==> config.mk <==
export PLATFORM = sky130hd
export DESIGN_NAME = noc_leaf_injector
export DESIGN_NICKNAME = d
export VERILOG_FILES = /design/src/rtl/noc_leaf_injector.sv
export SDC_FILE = /design/constraint.sdc
export NUM_CORES = 1
export LEC_CHECK = 0
export ABC_AREA = 1
export CAP_MARGIN = 0
export CORE_MARGIN = 2
export CORE_UTILIZATION = 58
export DETAILED_ROUTE_END_ITERATION = 10
export PLACE_DENSITY = 0.9
export SLEW_MARGIN = 0
export SYNTH_ARGS = -nofsm -noshare
export SYNTH_HDL_FRONTEND = slang
export SYNTH_SLANG_ARGS = --single-unit
==> constraint.sdc <==
create_clock -name CLK -period 3.4 [get_ports CLK]
set_input_delay 0.34 -clock CLK [delete_from_list [all_inputs] [get_ports CLK]]
set_output_delay 0.34 -clock CLK [all_outputs]
set_load 0.005 [all_outputs]
==> src/rtl/noc_leaf_injector.sv <==
// Clocked leaf transmitter: buffers host words in a small FIFO and sends each one
// as a dual-rail flit on a 4-phase return-to-zero handshake paced by Out_e.
module noc_leaf_injector #(
  parameter int WIDTH       = 9,
  parameter int DEPTH       = 4,
  parameter int SYNC_STAGES = 2,
  parameter int CNT_W       = 16
) (
  input  logic             CLK,
  input  logic             _RESET,
  input  logic             in_valid,
  input  logic [WIDTH-2:0] in_data,
  input  logic             in_last,
  output logic             in_ready,
  output logic [WIDTH-1:0] Out_d0,
  output logic [WIDTH-1:0] Out_d1,
  input  logic             Out_e,
  output logic             busy,
  output logic [CNT_W-1:0] flit_count,
  output logic [CNT_W-1:0] pkt_count
);
  localparam int AW = $clog2(DEPTH);
  localparam logic [AW:0] FULL_CNT = (AW+1)'(DEPTH);

  typedef enum logic [1:0] {IDLE = 2'd0, DATA = 2'd1, RTZ = 2'd2} state_e;

  state_e                 state_q, state_d;
  logic [WIDTH-1:0]       mem_q [DEPTH];
  logic [AW-1:0]          wr_ptr_q, wr_ptr_d, rd_ptr_q, rd_ptr_d;
  logic [AW:0]            count_q, count_d;
  logic                   in_ready_q, in_ready_d;
  logic [SYNC_STAGES-1:0] sync_q, sync_d;
  logic [WIDTH-1:0]       d0_q, d0_d, d1_q, d1_d;
  logic                   busy_q, busy_d;
  logic [CNT_W-1:0]       flit_cnt_q, flit_cnt_d, pkt_cnt_q, pkt_cnt_d;
  logic                   e_s, push, pop;

  // Host handshake: a word transfers on a CLK edge where in_valid && in_ready;
  // in_valid may be raised without waiting for in_ready, and in_ready is registered.
  assign push = in_valid && in_ready_q;
  assign e_s  = sync_q[SYNC_STAGES-1];
  assign pop  = (state_q == IDLE) && (count_q != '0) && e_s;

  always_comb begin
    sync_d   = {sync_q[SYNC_STAGES-2:0], Out_e};
    wr_ptr_d = push ? wr_ptr_q + AW'(1) : wr_ptr_q;
    rd_ptr_d = pop  ? rd_ptr_q + AW'(1) : rd_ptr_q;
    count_d  = count_q;
    unique case ({push, pop})
      2'b10:   count_d = count_q + (AW+1)'(1);
      2'b01:   count_d = count_q - (AW+1)'(1);
      default: count_d = count_q;
    endcase
    // Registered from the next count, so a pop while full reopens in_ready one cycle later.
    in_ready_d = (count_d < FULL_CNT);
  end

  always_comb begin
    state_d    = state_q;
    d0_d       = d0_q;
    d1_d       = d1_q;
    flit_cnt_d = flit_cnt_q;
    pkt_cnt_d  = pkt_cnt_q;
    unique case (state_q)
      IDLE: begin
        if (pop) begin
          d1_d    = mem_q[rd_ptr_q];
          d0_d    = ~mem_q[rd_ptr_q];
          state_d = DATA;
        end
      end
      DATA: begin
        if (!e_s) begin
          d0_d       = '0;
          d1_d       = '0;
          flit_cnt_d = flit_cnt_q + CNT_W'(1);
          if (d1_q[WIDTH-1]) pkt_cnt_d = pkt_cnt_q + CNT_W'(1);
          state_d    = RTZ;
        end
      end
      RTZ: begin
        if (e_s) state_d = IDLE;
      end
      default: begin
        d0_d    = '0;
        d1_d    = '0;
        state_d = IDLE;
      end
    endcase
    busy_d = (count_d != '0) || (state_d != IDLE);
  end

  always_ff @(posedge CLK or negedge _RESET) begin
    if (!_RESET) begin
      state_q    <= IDLE;
      wr_ptr_q   <= '0;
      rd_ptr_q   <= '0;
      count_q    <= '0;
      in_ready_q <= 1'b0;
      sync_q     <= '1;
      d0_q       <= '0;
      d1_q       <= '0;
      busy_q     <= 1'b0;
      flit_cnt_q <= '0;
      pkt_cnt_q  <= '0;
    end else begin
      state_q    <= state_d;
      wr_ptr_q   <= wr_ptr_d;
      rd_ptr_q   <= rd_ptr_d;
      count_q    <= count_d;
      in_ready_q <= in_ready_d;
      sync_q     <= sync_d;
      d0_q       <= d0_d;
      d1_q       <= d1_d;
      busy_q     <= busy_d;
      flit_cnt_q <= flit_cnt_d;
      pkt_cnt_q  <= pkt_cnt_d;
    end
  end

  // Storage needs no reset: pointer reset alone discards buffered words.
  always_ff @(posedge CLK) begin
    if (push) mem_q[wr_ptr_q] <= {in_last, in_data};
  end

  assign in_ready   = in_ready_q;
  assign Out_d0     = d0_q;
  assign Out_d1     = d1_q;
  assign busy       = busy_q;
  assign flit_count = flit_cnt_q;
  assign pkt_count  = pkt_cnt_q;
endmodule

==> results of run 1 <==
power by group through the flow:
stage	Combinational, W	Clock [W]	Sequential, W
global placement	0.00120	0	0.00172
detailed placement	0.00126	0	0.00174
finish	0.00127	0.000819	0.00172
CTS	0.00128	0.000825	0.00171
global route	0.00144	0.000880	0.00175
floorplan	0.000839	0	0.00166
flip-flops by register name, indices dropped and copies added, names as in the netlist, 2 cells and up:
name,flops
Out_d1,9
Out_d0,9
wr_ptr_q,2
sync_q,2
count_q,3
pkt_count,16
state_q,2
mem_q,36
rd_ptr_q,2
flit_count,16
layout by cell type, fill, tap and decap left out, drive strengths merged, types with 3 or more instances in the layout:
cell / Yosys / final
nand3: 43 / 43
clkinv: 2 / 5
nand2: 164 / 164
nor3: 3 / 3
dfrtp: 61 / 61
nand4: 4 / 4
nor2: 44 / 44
nand3b: 3 / 3
ha: 7 / 7
inv: 45 / 48
xor2: 14 / 14
xnor2: 7 / 7
clkdlybuf4s50: 0 / 63
o21ai: 25 / 25
clkbuf: 2 / 9
edfxtp: 36 / 36
through the flow:
stage	cells	total power (W)	utilization, %	instance area (um2)
2_1_floorplan	471	0.00250	-	4440
4_1_cts	643	0.00382	73.6	5400
6_report	643	0.00381	73.6	5400
5_1_grt	643	0.00407	73.6	5400
3_3_place_gp	627	0.00292	70.5	5170
3_5_place_dp	627	0.00300	70.5	5170
area by class of cell:
cell class              instances  share of cell area (%)
flip-flops and latches         99                    49.3
multi-input cells             317                    29.0
repair buffers                 65                    11.9
inverters                      47                    3.27
clock buffers                   9                    2.30
well taps                      99                    2.30
clock inverters                 7                    1.90
routing by layer:
metal  track usage (%)  vias to the layer above  routed length [um]
met5                 0                        -                   0
met4              9.97                        0                 201
met3              4.56                       23                 522
met2              36.5                      120                4390
met1              29.6                     1584                3870
li1                  -                     1637                   -
kinds of logic after synthesis:
| logic type | Yosys count | synth area share (%) |
|---|---|---|
| AOI/OAI and AO/OA | 27 | 3.10 |
| xor gates and xnor gates | 21 | 4.14 |
| adders and majority gates | 8 | 2.42 |
| buffers and inverters | 55 | 4.85 |
| DFF | 99 | 59.9 |
| and+or+nand+nor | 261 | 25.6 |
path summary, 6_finish.rpt:
check | slack (ns) | cells past startpoint | endpoint
min | 0.12 | 2 | pkt_count[15]$_DFFE_PN0P_
max | 0.99 | 12 | busy$_DFF_PN0_
max in group asynchronous | 2.77 | 2 | in_ready$_DFF_PN0_
min in group CLK | 0.37 | 0 | sync_q[1]$_DFF_PN1_
min reg2reg | 0.37 | 0 | sync_q[1]$_DFF_PN1_
max reg2reg | 0.99 | 12 | busy$_DFF_PN0_
critical path: stages, from the launching register on:
cell and delay, ns:
dfrtp_1 0.49, nor2_4 0.36, nand3_2 0.18, inv_1 0.15, ha_1 0.20, inv_1 0.07, fa_1 0.39, inv_1 0.07
nand2_1 0.04, nand3b_1 0.09, xor2_1 0.18, inv_1 0.08, nand3_1 0.06
==> results_dict.tcl, run 1 <==
set metrics [dict create \
    synth_nets 492 \
    yosys-top-cells-count "nand2_1, dfrtp_1, inv_1, nand3_1" \
    ys_seq_area_share_pct 59.9 \
    postSynth.asyncResetShare_pct 63.6 \
    register_area_um2 2660 \
    routed_wl_um 8990 \
    drtIter0Drc 213 \
    worstMarginPinSlew_ns 0.811 \
    core_um2 7330 \
    dp_hpwl_um 6360 \
    viasPerCell 5.23 \
    grtUsageTotal_pct 22.6 \
    final_hold_viol_count 0 \
    ir_drop_v 0.000415 \
    setup_viol 0 \
    gp_congestion 0.843 \
    vias 3364 \
    yosysWarnings 0 \
    overflow 0 \
    post_cts_resized 0 \
    clk_latency_ns 0.37 \
    ctsHoldBuffers 0 \
    grt_max_degree 64 \
    die_area_um2 8370 \
    grt_pass1_vias 3215 \
    finalNetCount 560 \
    relSlewSlack_pct 45.7 \
    yosysUniqueCellTypes 30 \
    areaGrowthSynthToFinish_pct 21.5 \
    fin_setup_tns_ns 0 \
    fin_hold_ws_ns 0.121 \
    slew_violations 0 \
    ant_nets 0 \
    fin_worst_skew_ns 0.0181 \
    fill_cells 470 \
    clkSinkCount 99 \
    ctsLongestPathBuffers 2 \
    syn_avg_cell_area_um2 9.43 \
    wl_per_cell_um 14.0 \
    die_y_um 91.5 \
    yosys.area.top_type_share_pct 34.4 \
    antenna_found_initial 0 \
    multi_input_area_um2 1570 \
    syn-instance-count 471 \
    start_util_pct 60.6 \
    cp_max_fo 19 \
    p_per_area_nw_per_um2 707 \
    status "completed" \
    p_int_w 0.00239 \
    numCtsBuffers 9 \
    startpoint_type "flip-flop" \
    clkPwrFrac_pct 21.5 \
    sw_frac_of_total_pct 37.4 \
    maxCapViolCount 0 \
    path_clk_slew_ns 0.11 \
    ys_ff_latch 99 \
    pwr-share-seq_pct 45.1 \
    crit_start "state_q[0]$_DFF_PN0_" \
    portBuffers 64 \
    placementRows 31 \
    hold_class "primary input to async pin" \
    cts-htree-levels 3 \
    max_freq_mhz 414 \
    antenna_cells 0 \
    end_kind "flip-flop" \
    cts_setup_buffers 0 \
    final.period_utilization_pct 71.0 \
    ioPinCount 65 \
    root_buffer "clkbuf_8" \
    synth-main-ff-cell "dfrtp_1" \
    timing.final.crit_period_ns 2.41 \
    synth-edff-count 36 \
    pre_cts_ws_ns 1.04 \
    synth.area.top_cells "dfrtp_1, edfxtp_1, nand2_1" \
    die_w_um 91.5 \
    synth_largest_area_cell "dfrtp_1" \
    remaining_drc_errors 0 \
    drive_above_1_share_pct 6.25 \
    yosysMostFrequentCell "nand2_1" \
    power_leakage_nw 2.39 \
    cp_data_arrival_time_ns 2.71 \
    combPwrFrac_pct 33.4 \
    p_switching_w 0.00143 \
    setup_ws_ns 0.985 \
    timing.rr.start "state_q[0]$_DFF_PN0_" \
    cp.required_ns 3.69 \
    first_pass_iters 5 \
    critical_path_class "flip-flop to flip-flop" \
    grt_pass1_wl_um 14900 \
    synth_area_um2 4440 \
    rsz0062_at_grt "false" \
    cts_tree "yes" \
]
Power figures use the tool's default switching activity.
==> run 2, diff against run 1 <==
--- a/config.mk
+++ b/config.mk
@@ -8,9 +8,9 @@
 export ABC_AREA = 1
 export CAP_MARGIN = 0
 export CORE_MARGIN = 2
-export CORE_UTILIZATION = 58
+export CORE_UTILIZATION = 49
 export DETAILED_ROUTE_END_ITERATION = 10
-export PLACE_DENSITY = 0.9
+export PLACE_DENSITY = 0.82
 export SLEW_MARGIN = 0
 export SYNTH_ARGS = -nofsm -noshare
 export SYNTH_HDL_FRONTEND = slang
==> constraint.sdc (replaced) <==
create_clock -name CLK -period 2.05 [get_ports CLK]
set_input_delay 0.205 -clock CLK [delete_from_list [all_inputs] [get_ports CLK]]
set_output_delay 0.205 -clock CLK [all_outputs]
set_load 0.005 [all_outputs]
==> results_dict.tcl, run 2 (synthesized netlist as in run 1, its figures left out) <==
set metrics [dict create \
    power_leakage_nw 2.44 \
    regMostFlops "mem_q" \
    core_um2 8760 \
    cpMaxStageDelayCell "dfstp_2" \
    cp_data_arrival_time_ns 2.23 \
    relSlewSlack_pct 61.5 \
    cp.required_ns 2.35 \
    remaining_drc_errors 0 \
    grt_pass1_vias 3209 \
    cts_tree "yes" \
    max_freq_mhz 517 \
    final.period_utilization_pct 94.3 \
    start_util_pct 50.7 \
    max_stage_delay_ns 0.59 \
    gp_congestion 0.808 \
    placementRows 34 \
    final_area_um2 5510 \
    viasPerCell 4.99 \
    pre_cts_ws_ns 0.0884 \
    end_kind "flip-flop" \
    die_area_um2 9840 \
    overflow 0 \
    crit_top_cell "inv_1" \
    slew_violations 0 \
    clk_latency_ns 0.36 \
    largest_reg_flops 36 \
    multi_input_area_um2 1580 \
    ioPinCount 65 \
    wl_per_cell_um 13.0 \
    final_cell_mix "nand2_1, clkdlybuf4s50_1, dfrtp_1" \
    hold_class "primary input to flip-flop" \
    maxCapViolCount 0 \
    clkSinkCount 99 \
    drive_above_1_share_pct 8.48 \
    setup_viol 0 \
    ctsLongestPathBuffers 2 \
    placed_cell_area_um2 5250 \
    portBuffers 64 \
    layout_commonest_cell "nand2_1" \
    critical_path_class "flip-flop to flip-flop" \
    antenna_cells 0 \
    vias 3304 \
    numCtsBuffers 9 \
    grt_pass1_wl_um 14700 \
    die_y_um 99.2 \
    routed_wl_um 8610 \
    worst-path-buf-inv 4 \
    crit_family "flip-flops" \
    grtUsageTotal_pct 18.8 \
    ant_nets 0 \
    grt_max_degree 50 \
    finalNetCount 570 \
    crit_chain "nand3_4 -> inv_2 -> ha_2 -> inv_1 -> fa_2 -> inv_1 -> nand2_1 -> nand3b_1 -> xor2_1 -> inv_1 -> nand3_1" \
    status "completed" \
    place_inst 644 \
    drtIter0Drc 134 \
    cts-htree-levels 3 \
    worstMarginPinSlew_ns 0.576 \
    die_w_um 99.2 \
    ir_drop_v 0.000962 \
    areaGrowthSynthToFinish_pct 24.1 \
    fin_hold_ws_ns 0.243 \
    p_per_area_nw_per_um2 1170 \
    path_clk_slew_ns 0.09 \
    root_buffer "clkbuf_8" \
    register_area_um2 2660 \
    setup_ws_ns 0.116 \
    timing.final.crit_period_ns 1.93 \
    startpoint_type "flip-flop" \
    antenna_found_initial 0 \
    fill_cells 711 \
    fin_cells 662 \
    cp_max_fo 4 \
    first_pass_iters 4 \
    final_hold_viol_count 0 \
    dp_hpwl_um 6180 \
    fin_worst_skew_ns 0.00641 \
]
## run 2: cell types whose count changed in the layout (fill, tap and decap cells not counted), sizes merged
cell,before,now
buf,2,11
clkinv,5,3
bufinv,1,2
clkbuf,9,10
dlygate4sd3,0,1
## run 2: layer usage
metal / vias to the layer above / share of wire [%] / track usage [%]
met4: 0 / 1.9 / 6.95
li1: 1661 / - / -
met1: 1551 / 44 / 23.9
met2: 76 / 50 / 31.6
met3: 16 / 4.4 / 4.22
met5: - / 0 / 0
## run 2: layout make-up
class,instances,share of cell area [%]
timing repair buffer,75,13.3
tap,108,2.45
clock buffer,10,2.32
clock inverter,6,1.75
multi-input combinational,317,28.7
inverter,47,3.20
sequential,99,48.3
## run 2: path summary, 6_finish.rpt
kind / from / endpoint / slack [ns] / depth (start not counted)
hold reg to reg: sync_q[0]$_DFF_PN1_ / sync_q[1]$_DFF_PN1_ / 0.37 / 0
max in group asynchronous: _RESET / sync_q[1]$_DFF_PN1_ / 1.13 / 3
min in group asynchronous: _RESET / flit_count[7]$_DFFE_PN0P_ / 0.29 / 2
hold / removal: Out_e / sync_q[0]$_DFF_PN1_ / 0.24 / 1
setup / recovery: sync_q[1]$_DFF_PN1_ / busy$_DFF_PN0_ / 0.12 / 11
setup reg to reg: sync_q[1]$_DFF_PN1_ / busy$_DFF_PN0_ / 0.12 / 11
## run 2: worst reg2reg max path: cells and delay by family, from the launching register on
kind          cells  cell delay, ns
fa+ha+maj         2            0.51
flops             1            0.59
buf+inv           4            0.27
xor+xnor          1            0.21
simple gates      4            0.30
## run 2: power breakdown
part	internal (W)	switching, W	leakage (nW)
clock network	0.000707	0.000682	0.115
logic	0.000998	0.00131	1.18
registers	0.00247	0.000290	1.15
## run 2: stage by stage
| step | TNS, ns | utilization [%] | power [W] |
|---|---|---|---|
| final | 0 | 62.9 | 0.00646 |
| after global routing | -0.0563 | 62.9 | 0.00694 |
| after CTS | 0 | 62.6 | 0.00645 |
| after detailed placement | 0 | 60.0 | 0.00505 |
| after global placement | 0 | 60.0 | 0.00494 |
| after floorplan | 0 | - | 0.00414 |
## run 2: what timing repair did
item	CTS	global route
gates resized for setup	0	7
setup endpoints to repair	0	2
endpoints found under the hold margin	13	0
hold buffers	1	0
buffers inserted	0	1
==> run 3, diff against run 2 <==
--- a/config.mk
+++ b/config.mk
@@ -6,9 +6,9 @@
 export NUM_CORES = 1
 export LEC_CHECK = 0
 export ABC_AREA = 1
-export CAP_MARGIN = 0
 export CORE_MARGIN = 2
 export CORE_UTILIZATION = 49
+export CTS_CLUSTER_DIAMETER = 50
 export DETAILED_ROUTE_END_ITERATION = 10
 export PLACE_DENSITY = 0.82
 export SLEW_MARGIN = 0
==> results of run 3 <==
No change in the layout: final DEF, timing and power equal those of run 2.
